$ cat config.mk
export PLATFORM = sky130hd
export DESIGN_NAME = fp_round_pack
export DESIGN_NICKNAME = d
export VERILOG_FILES = /design/src/rtl/fp_round_pack.sv
export SDC_FILE = /design/constraint.sdc
export NUM_CORES = 1
export LEC_CHECK = 0
export ABC_AREA = 0
export CELL_PAD_IN_SITES_DETAIL_PLACEMENT = 1
export CELL_PAD_IN_SITES_GLOBAL_PLACEMENT = 2
export CORE_MARGIN = 1
export CORE_UTILIZATION = 29
export CTS_CLUSTER_SIZE = 8
export DETAILED_ROUTE_END_ITERATION = 10
export GPL_TIMING_DRIVEN = 1
export PLACE_DENSITY_LB_ADDON = 0.05
export SLEW_MARGIN = 20
export SYNTH_ARGS = -nofsm -noshare
export SYNTH_HDL_FRONTEND = slang
export SYNTH_SLANG_ARGS = --single-unit
export TNS_END_PERCENT = 30
$ cat constraint.sdc
create_clock -name clk -period 2.9 [get_ports clk]
set_input_delay 0.58 -clock clk [delete_from_list [all_inputs] [get_ports clk]]
set_output_delay 0.58 -clock clk [all_outputs]
set_load 0.03 [all_outputs]
$ cat src/rtl/fp_round_pack.sv
// fp_round_pack: rounds, carries into the exponent, saturates and packs a binary32 result.
module fp_round_pack (
    input  logic        clk,
    input  logic        rst,
    input  logic        in_valid,
    output logic        in_ready,
    input  logic        in_sign,
    input  logic [8:0]  in_exp,
    input  logic [22:0] in_mant,
    input  logic        in_round,
    input  logic        in_nan,
    input  logic        in_inf,
    output logic        out_valid,
    input  logic        out_ready,
    output logic [31:0] out_data,
    output logic        out_inexact,
    output logic        out_overflow,
    output logic        out_zero
);
    logic        s1_valid_q, s1_sign_q, s1_round_q, s1_nan_q, s1_inf_q;
    logic [23:0] s1_sum_q;
    logic [9:0]  s1_exp_q;
    logic        s2_valid_q, inexact_q, overflow_q, zero_q;
    logic [31:0] data_q;
    logic        s1_load, s2_load, s1_valid_d, s2_valid_d, special, ovf;
    logic        inexact_d, overflow_d, zero_d;
    logic [9:0]  exp_adj;
    logic [22:0] frac;
    logic [31:0] data_d;

    assign in_ready = !s1_valid_q || !s2_valid_q || out_ready;

    always_comb begin
        s1_load    = in_valid && in_ready;
        s2_load    = s1_valid_q && (!s2_valid_q || out_ready);
        s1_valid_d = s1_load ? 1'b1 : (s2_load ? 1'b0 : s1_valid_q);
        s2_valid_d = s2_load ? 1'b1 : (out_ready ? 1'b0 : s2_valid_q);
        // A mantissa carry always leaves an all-zero fraction, so it never needs renormalising.
        exp_adj    = s1_exp_q + {9'd0, s1_sum_q[23]};
        frac       = s1_sum_q[23] ? 23'd0 : s1_sum_q[22:0];
        ovf        = exp_adj >= 10'd255;
        special    = s1_nan_q || s1_inf_q;
        data_d     = s1_nan_q ? {s1_sign_q, 8'hFF, 23'h400000} :
                     (s1_inf_q || ovf) ? {s1_sign_q, 8'hFF, 23'h0} :
                     {s1_sign_q, exp_adj[7:0], frac};
        inexact_d  = !special && s1_round_q;
        overflow_d = !special && ovf;
        zero_d     = data_d[30:0] == 31'd0;
    end

    always_ff @(posedge clk) begin
        if (rst) begin
            s1_valid_q <= 1'b0;
            s1_sign_q  <= 1'b0;
            s1_round_q <= 1'b0;
            s1_nan_q   <= 1'b0;
            s1_inf_q   <= 1'b0;
            s1_sum_q   <= 24'd0;
            s1_exp_q   <= 10'd0;
            s2_valid_q <= 1'b0;
            data_q     <= 32'd0;
            inexact_q  <= 1'b0;
            overflow_q <= 1'b0;
            zero_q     <= 1'b0;
        end else begin
            s1_valid_q <= s1_valid_d;
            s2_valid_q <= s2_valid_d;
            if (s1_load) begin
                s1_sign_q  <= in_sign;
                s1_round_q <= in_round;
                s1_nan_q   <= in_nan;
                s1_inf_q   <= in_inf;
                s1_sum_q   <= {1'b0, in_mant} + {23'd0, in_round};
                s1_exp_q   <= {1'b0, in_exp};
            end
            if (s2_load) begin
                data_q     <= data_d;
                inexact_q  <= inexact_d;
                overflow_q <= overflow_d;
                zero_q     <= zero_d;
            end
        end
    end

    assign out_valid    = s2_valid_q;
    assign out_data     = data_q;
    assign out_inexact  = inexact_q;
    assign out_overflow = overflow_q;
    assign out_zero     = zero_q;
endmodule
==> impl_metrics.csv, run 1 <==
group,metric,value,unit
routing,drc,0,
power,total_power,2.445,mW
critical_path,cpMostUsedCell,"clkdlybuf4s50_1",
critical_path,r2r_cells,8,
die,die_area,11650,sq um
die,start_util,0.2990,
die,rows,38,
timing,holdWs,0.4656,ns
timing,max_freq,0.3835,GHz
die,ios,77,
critical_path,cp_num_buf_inv,2,
critical_path,reg2reg_slack,0.62,ns
cts,path_clk_slew,0.08,ns
min_path,worstHoldStart,"out_data[31]$_SDFFE_PP0P_",
timing,fin_setup_tns,0,ns
critical_path,arrival,2.03,ns
min_path,hold_end,"out_data[31]$_SDFFE_PP0P_",
global_route,antenna_found_initial,0,
synthesis,syn_area_per_cell,9.069,sq um
critical_path,required,2.32,ns
cts,h-tree-depth,3,
die,die_x,108.0,um
timing,fin_crit_sh,0.8991,
routing,avgViaCountPerCell,4.927,
synthesis,yosysTopAreaCell,"dfxtp_1",
routing,ant_nets,0,
timing,relSlewSlack,0.4141,
global_route,grt_use_total,0.1675,
cts,tritoncts,"built",
critical_path,r2r-end,"out_data[5]$_SDFFE_PP0P_",
min_path,hold_class,"register to register",
global_route,grt_max_degree,45,
timing,setup_viol,0,
synthesis,yosysSeqAreaShare,0.4550,
final_layout,area_growth,34.63,%
critical_path,critical_path.cell_chain,"clkdlybuf4s50_1 -> nor2b_1 -> nand2_1 -> clkdlybuf4s50_1",
critical_path,crit_path_top_delay_cell,"clkdlybuf4s50_1",
synthesis,synth.distinct_cells,43,
synthesis,yosysTopAreaCellShare,0.4550,
run_status,status,"completed",
place,port_buffers,76,
cts,cts_sinks,74,
cts,cts_buffers,9,
power,p_per_area,557.9,nW/um^2
global_route,grt_first_pass_wirelength,14660,um
cts,ctsLongestPathBuffers,2,
timing,post-route-min-period,2.607,ns
routing,routed_wl,8990,um
routing,firstDrtPassIters,4,
global_route,grt.overflow.total,0,
routing,wl_per_cell,15.61,um
synthesis,synth_seq_cells,74,
min_path,hold_depth,2,
synthesis,synth_area,3256,sq um
final_layout,final_nets,476,
global_route,grt_pass1_vias,2792,
timing,maxSlewViolCount,0,
cts,cts_hold_buffers,0,
power,p_leak,1.560,nW
timing,finClkSkew,0.005949,ns
timing,hold_viol_final,0,
critical_path,cpLargestDelayFamily,"buffers and inverters",
flow_run,cap_violations,0,
power,irDropWorstVdd,0.2047,mV
synthesis,synth_cells,359,
critical_path,crit_fanout,5,
critical_path,r2r_start,"s1_sum_q[23]$_SDFFE_PP0P_",
final_layout,drive_above_1_share,0.08716,
synthesis,synth_top_cells_by_area,"dfxtp_1, a211oi_1, a22o_1",
place,hpwlAfterDp,6478,um
place,place_area,4131,sq um
cts,cts-root-buf,"clkbuf_8",
cts,postCtsSetupBuffers,0,
critical_path,end_kind,"primary output",
routing,vias,2838,
critical_path,cpPeakStageDelay,0.61,ns
die,die_h,108.0,um
synthesis,yosysWarnings,0,
cts,clkLatencyLatePin,0.37,ns
critical_path,startpoint_type,"input pin",
critical_path,startpoint,"out_ready",
cts,cts_resized,0,
final_layout,final_util,0.4026,
final_layout,diodes,0,
die,core,10890,sq um
routing,drt-initial-drc-count,62,
critical_path,critPathKind,"input pin to primary output",
timing,worst_pin_slew,0.8756,ns
synthesis,synthesis.nets,404,
place,gp_congestion,0.7538,
timing,rsz0062_at_grt,"no",
final_layout,finalInstanceArea,4383,sq um
## sequential cells by signal, summed over array words and instances (netlist names)
name	count
s1_sum_q	24
out_inexact	1
out_overflow	1
s1_valid_q	1
out_data	32
s1_round_q	1
out_valid	1
s1_exp_q	9
out_zero	1
s1_nan_q	1
s1_inf_q	1
s1_sign_q	1
## synth_stat cells
cell type,instances
and2_1,2
nand2_1,46
and4b_2,1
o21ai_2,1
nor4_1,5
buf_1,2
a22o_1,20
a22o_2,2
a311oi_1,1
buf_6,3
and3_1,3
xnor2_4,1
o211ai_1,2
nor3_1,7
nor2_1,43
nand3_1,10
nor2b_1,2
and3_2,1
o21a_1,1
a21oi_1,21
dfxtp_1,74
xor2_1,10
buf_2,3
nor4_4,3
o21ai_0,1
xnor2_1,16
buf_4,1
nand4b_1,1
nor4_2,1
nand2b_1,1
and4_1,5
o41ai_1,1
a32o_1,1
and2_2,1
o21bai_1,1
clkbuf_1,14
inv_1,6
nand4_1,8
or3_1,1
ha_1,5
a31oi_1,1
a211oi_1,29
and4_2,1
## layout make-up
cell class              count  area, sq um
fillers                  1276         6505
multi-input cells         256         1637
flip-flops and latches     74         1481
repair buffers             84        815.8
well taps                 140        175.2
clock buffers              10        137.6
clock inverters             6        113.9
inverters                   6        22.52
## report_power, final
group          internal, mW  total, mW  switching (mW)
logic                 0.150      0.324           0.174
registers              1.07       1.11          0.0450
clock network         0.596       1.01           0.411
## logic make-up (layout without fill, tap and decap cells)
family,count (synthesis),count (layout),synth area share
flops,74,74,0.4550
xor+xnor,27,27,0.07840
compound gates,82,82,0.1829
simple gates,142,142,0.2218
buf+inv,29,106,0.04266
fa+ha+maj,5,5,0.01922
## worst reg2reg max path, delay by kind of cell (launching register included)
| family | cells | cell delay [ns] |
|---|---|---|
| and+or+nand+nor | 2 | 0.49 |
| AOI/OAI and AO/OA | 3 | 0.61 |
| adders and majority gates | 2 | 0.45 |
| DFF | 1 | 0.36 |
| buffers and inverters | 1 | 0.32 |
## layer usage
| metal | track usage | vias to the layer above | wire, um |
|---|---|---|---|
| met3 | 0.03255 | 12 | 375 |
| met5 | 0 | - | 0 |
| met4 | 0.08806 | 0 | 198 |
| li1 | - | 1429 | - |
| met2 | 0.2393 | 60 | 3709 |
| met1 | 0.2358 | 1337 | 4706 |
## metrics by stage
stage / setup slack [ns] / cells
after global routing: 0.2147 / 576
after global placement: 0.2439 / 560
final: 0.2925 / 576
after CTS: 0.2717 / 576
after floorplan: 0.8378 / 359
after detailed placement: 0.1881 / 560
## cells in the final DEF (no fill, tap or decap), drive strengths merged
master / count
o21bai: 1
o21a: 1
nand4: 8
and4b: 1
bufinv: 3
a211oi: 29
and4: 6
or3: 1
ha: 5
o211ai: 2
nand4b: 1
nor4: 9
xnor2: 17
a21oi: 21
nand2b: 1
buf: 9
nand2: 46
and3: 4
a22o: 22
clkbuf: 10
o21ai: 2
xor2: 10
nor2b: 2
clkinvlp: 2
clkdlybuf4s50: 75
a32o: 1
nor3: 7
o41ai: 1
clkinv: 1
and2: 3
nand3: 10
inv: 6
dfxtp: 74
nor2: 43
a31oi: 1
a311oi: 1
## worst max-delay path by stage
stage                                           end  slack, ns  depth (start not counted)
after floorplan           s1_sum_q[10]$_SDFFE_PP0P_       0.84                          7
after global placement    out_data[19]$_SDFFE_PP0P_       0.24                          6
after detailed placement  out_data[20]$_SDFFE_PP0P_       0.19                          6
after CTS                                  in_ready       0.27                          4
after global routing                       in_ready       0.21                          4
final                                      in_ready       0.29                          4
Power figures use the tool's default switching activity.
==> inputs of run 2 (changes only) <==
--- a/config.mk
+++ b/config.mk
@@ -10,11 +10,10 @@
 export CELL_PAD_IN_SITES_GLOBAL_PLACEMENT = 2
 export CORE_MARGIN = 1
 export CORE_UTILIZATION = 29
-export CTS_CLUSTER_SIZE = 8
+export CTS_CLUSTER_SIZE = 28
 export DETAILED_ROUTE_END_ITERATION = 10
 export GPL_TIMING_DRIVEN = 1
 export PLACE_DENSITY_LB_ADDON = 0.05
-export SLEW_MARGIN = 20
 export SYNTH_ARGS = -nofsm -noshare
 export SYNTH_HDL_FRONTEND = slang
 export SYNTH_SLANG_ARGS = --single-unit
==> results of run 2 <==
Final layout, timing and power as in run 1 (identical DEF).
==> inputs of run 3 (changes only) <==
--- a/config.mk
+++ b/config.mk
@@ -13,7 +13,7 @@
 export CTS_CLUSTER_SIZE = 28
 export DETAILED_ROUTE_END_ITERATION = 10
 export GPL_TIMING_DRIVEN = 1
-export PLACE_DENSITY_LB_ADDON = 0.05
+export PLACE_DENSITY_LB_ADDON = 0.1
 export SYNTH_ARGS = -nofsm -noshare
 export SYNTH_HDL_FRONTEND = slang
 export SYNTH_SLANG_ARGS = --single-unit
==> run 3 against run 2 <==
  * Wire length fell by 0.38%
  * Final cell count fell by 0.52%
  * Clock skew rose by 0.010 ns
  * First-iteration DRC count rose by 3.2%
  * Hold slack got worse by 0.0039 ns
  * Cell area fell by 2.0%
==> impl_metrics.csv, run 3 (synthesis gave the netlist of run 1 again) <==
group,metric,value,unit
timing,worst_pin_slew,1.063,ns
cts,cts_resized,0,
timing,maxSlewViolCount,0,
critical_path,r2r_start,"s1_sum_q[23]$_SDFFE_PP0P_",
final_layout,final_common_cell,"clkdlybuf4s50_1",
critical_path,cpPeakStageDelay,0.61,ns
final_layout,n_fill_cell,1284,
timing,hold_viol_final,0,
final_layout,final_nets,473,
timing,relSlewSlack,0.2912,
cts,ctsLongestPathBuffers,2,
cts,tritoncts,"built",
cts,cts-root-buf,"clkbuf_8",
place,gp_congestion,0.7075,
final_layout,area_growth,31.98,%
routing,firstDrtPassIters,4,
cts,cts_buffers,9,
flow_run,cap_violations,0,
critical_path,arrival,1.98,ns
routing,routed_wl,8956,um
routing,ant_nets,0,
critical_path,required,2.32,ns
final_layout,largest_register_ffs,32,
min_path,hold_depth,2,
cts,h-tree-depth,3,
routing,wl_per_cell,15.63,um
global_route,grt_first_pass_wirelength,14340,um
cts,cts_sinks,74,
die,die_x,108.0,um
cts,postCtsSetupBuffers,0,
critical_path,crit_path_top_delay_cell,"clkdlybuf4s50_1",
die,die_h,108.0,um
timing,fin_setup_tns,0,ns
final_layout,drive_above_1_share,0.08083,
place,port_buffers,76,
final_layout,finalInstanceArea,4297,sq um
timing,max_freq,0.3904,GHz
global_route,grt_max_degree,59,
place,placed_cells,557,
critical_path,r2r_cells,8,
critical_path,cp_num_buf_inv,2,
timing,fin_crit_sh,0.8832,
power,total_power,2.212,mW
die,core,10890,sq um
min_path,hold_end,"s1_round_q$_SDFFE_PP0P_",
cts,path_clk_slew,0.08,ns
timing,fin_ws,0.3388,ns
critical_path,reg2reg_slack,0.58,ns
final_layout,diodes,0,
routing,vias,2834,
die,ios,77,
run_status,status,"completed",
critical_path,critical_path.cell_chain,"clkdlybuf4s50_1 -> nor2b_1 -> nand2_1 -> clkdlybuf4s50_1",
routing,drc,0,
routing,avgViaCountPerCell,4.946,
critical_path,cpMostUsedCell,"clkdlybuf4s50_1",
critical_path,r2r-end,"out_data[2]$_SDFFE_PP0P_",
power,irDropWorstVdd,0.1708,mV
die,die_area,11650,sq um
min_path,worstHoldStart,"s1_round_q$_SDFFE_PP0P_",
final_layout,stdcell_count,573,
die,start_util,0.2990,
cts,clkLatencyLatePin,0.37,ns
min_path,hold_class,"register to register",
power,p_leak,1.516,nW
global_route,grt_pass1_vias,2766,
timing,rsz0062_at_grt,"no",
global_route,grt_use_total,0.1620,
timing,post-route-min-period,2.561,ns
critical_path,critPathKind,"input pin to primary output",
critical_path,crit_fanout,5,
global_route,grt.overflow.total,0,
timing,setup_viol,0,
critical_path,end_kind,"primary output",
place,place_area,4109,sq um
routing,drt-initial-drc-count,64,
timing,finClkSkew,0.01618,ns
global_route,antenna_found_initial,0,
timing,holdWs,0.4617,ns
critical_path,cpLargestDelayFamily,"buffers and inverters",
power,p_per_area,514.9,nW/um^2
die,rows,38,
final_layout,final_cell_mix,"clkdlybuf4s50_1, dfxtp_1, nand2_1, nor2_1, a211oi_1",
critical_path,startpoint_type,"input pin",
place,hpwlAfterDp,6422,um
final_layout,final_util,0.3946,
place,dp_slack,0.1843,ns
cts,cts_hold_buffers,0,
## run 3: cell types whose count changed in the layout (fill, tap and decap cells not counted)
cell       before  now
buf_4           8    5
bufinv_16       3    0
clkinv_4        1    2
inv_6           0    2
## run 3: power by group
group          internal (mW)  switching (mW)  total, mW
Clock                  0.343           0.435      0.778
Sequential              1.07          0.0455       1.11
Combinational          0.147           0.173      0.320
## run 3: routing by layer
| metal | wire [um] | vias up | track usage |
|---|---|---|---|
| met5 | 0 | - | 0 |
| met3 | 292 | 14 | 0.02773 |
| met1 | 4745 | 1346 | 0.2315 |
| met2 | 3748 | 56 | 0.2357 |
| met4 | 170 | 0 | 0.07339 |
| li1 | - | 1418 | - |
## run 3: layout make-up
class                   instances  area [sq um]  share of cell area
flip-flops and latches         74          1481              0.3448
repair buffers                 81         793.3              0.1846
inverters                       6         22.52            0.005242
multi-input cells             256          1637              0.3809
well taps                     140         175.2             0.04077
clock inverters                 6         50.05             0.01165
clock buffers                  10         137.6             0.03203
## run 3: worst max-delay path by stage
stage               startpoint                   endpoint  slack [ns]  cells after the start
global placement      in_round  s1_sum_q[22]$_SDFFE_PP0P_        0.28                      7
detailed placement    in_round  s1_sum_q[20]$_SDFFE_PP0P_        0.18                      7
floorplan            out_ready  s1_sum_q[10]$_SDFFE_PP0P_        0.84                      7
finish               out_ready                   in_ready        0.34                      4
global route         out_ready                   in_ready        0.26                      4
CTS                  out_ready                   in_ready        0.33                      4
## run 3: worst register-to-register path: stages (launching register included)
cell	delay, ns
dfxtp_1	0.37
ha_1	0.22
ha_1	0.25
and3_2	0.25
a21oi_1	0.27
o21ai_2	0.15
nor4_4	0.25
buf_4	0.32
a22o_2	0.20
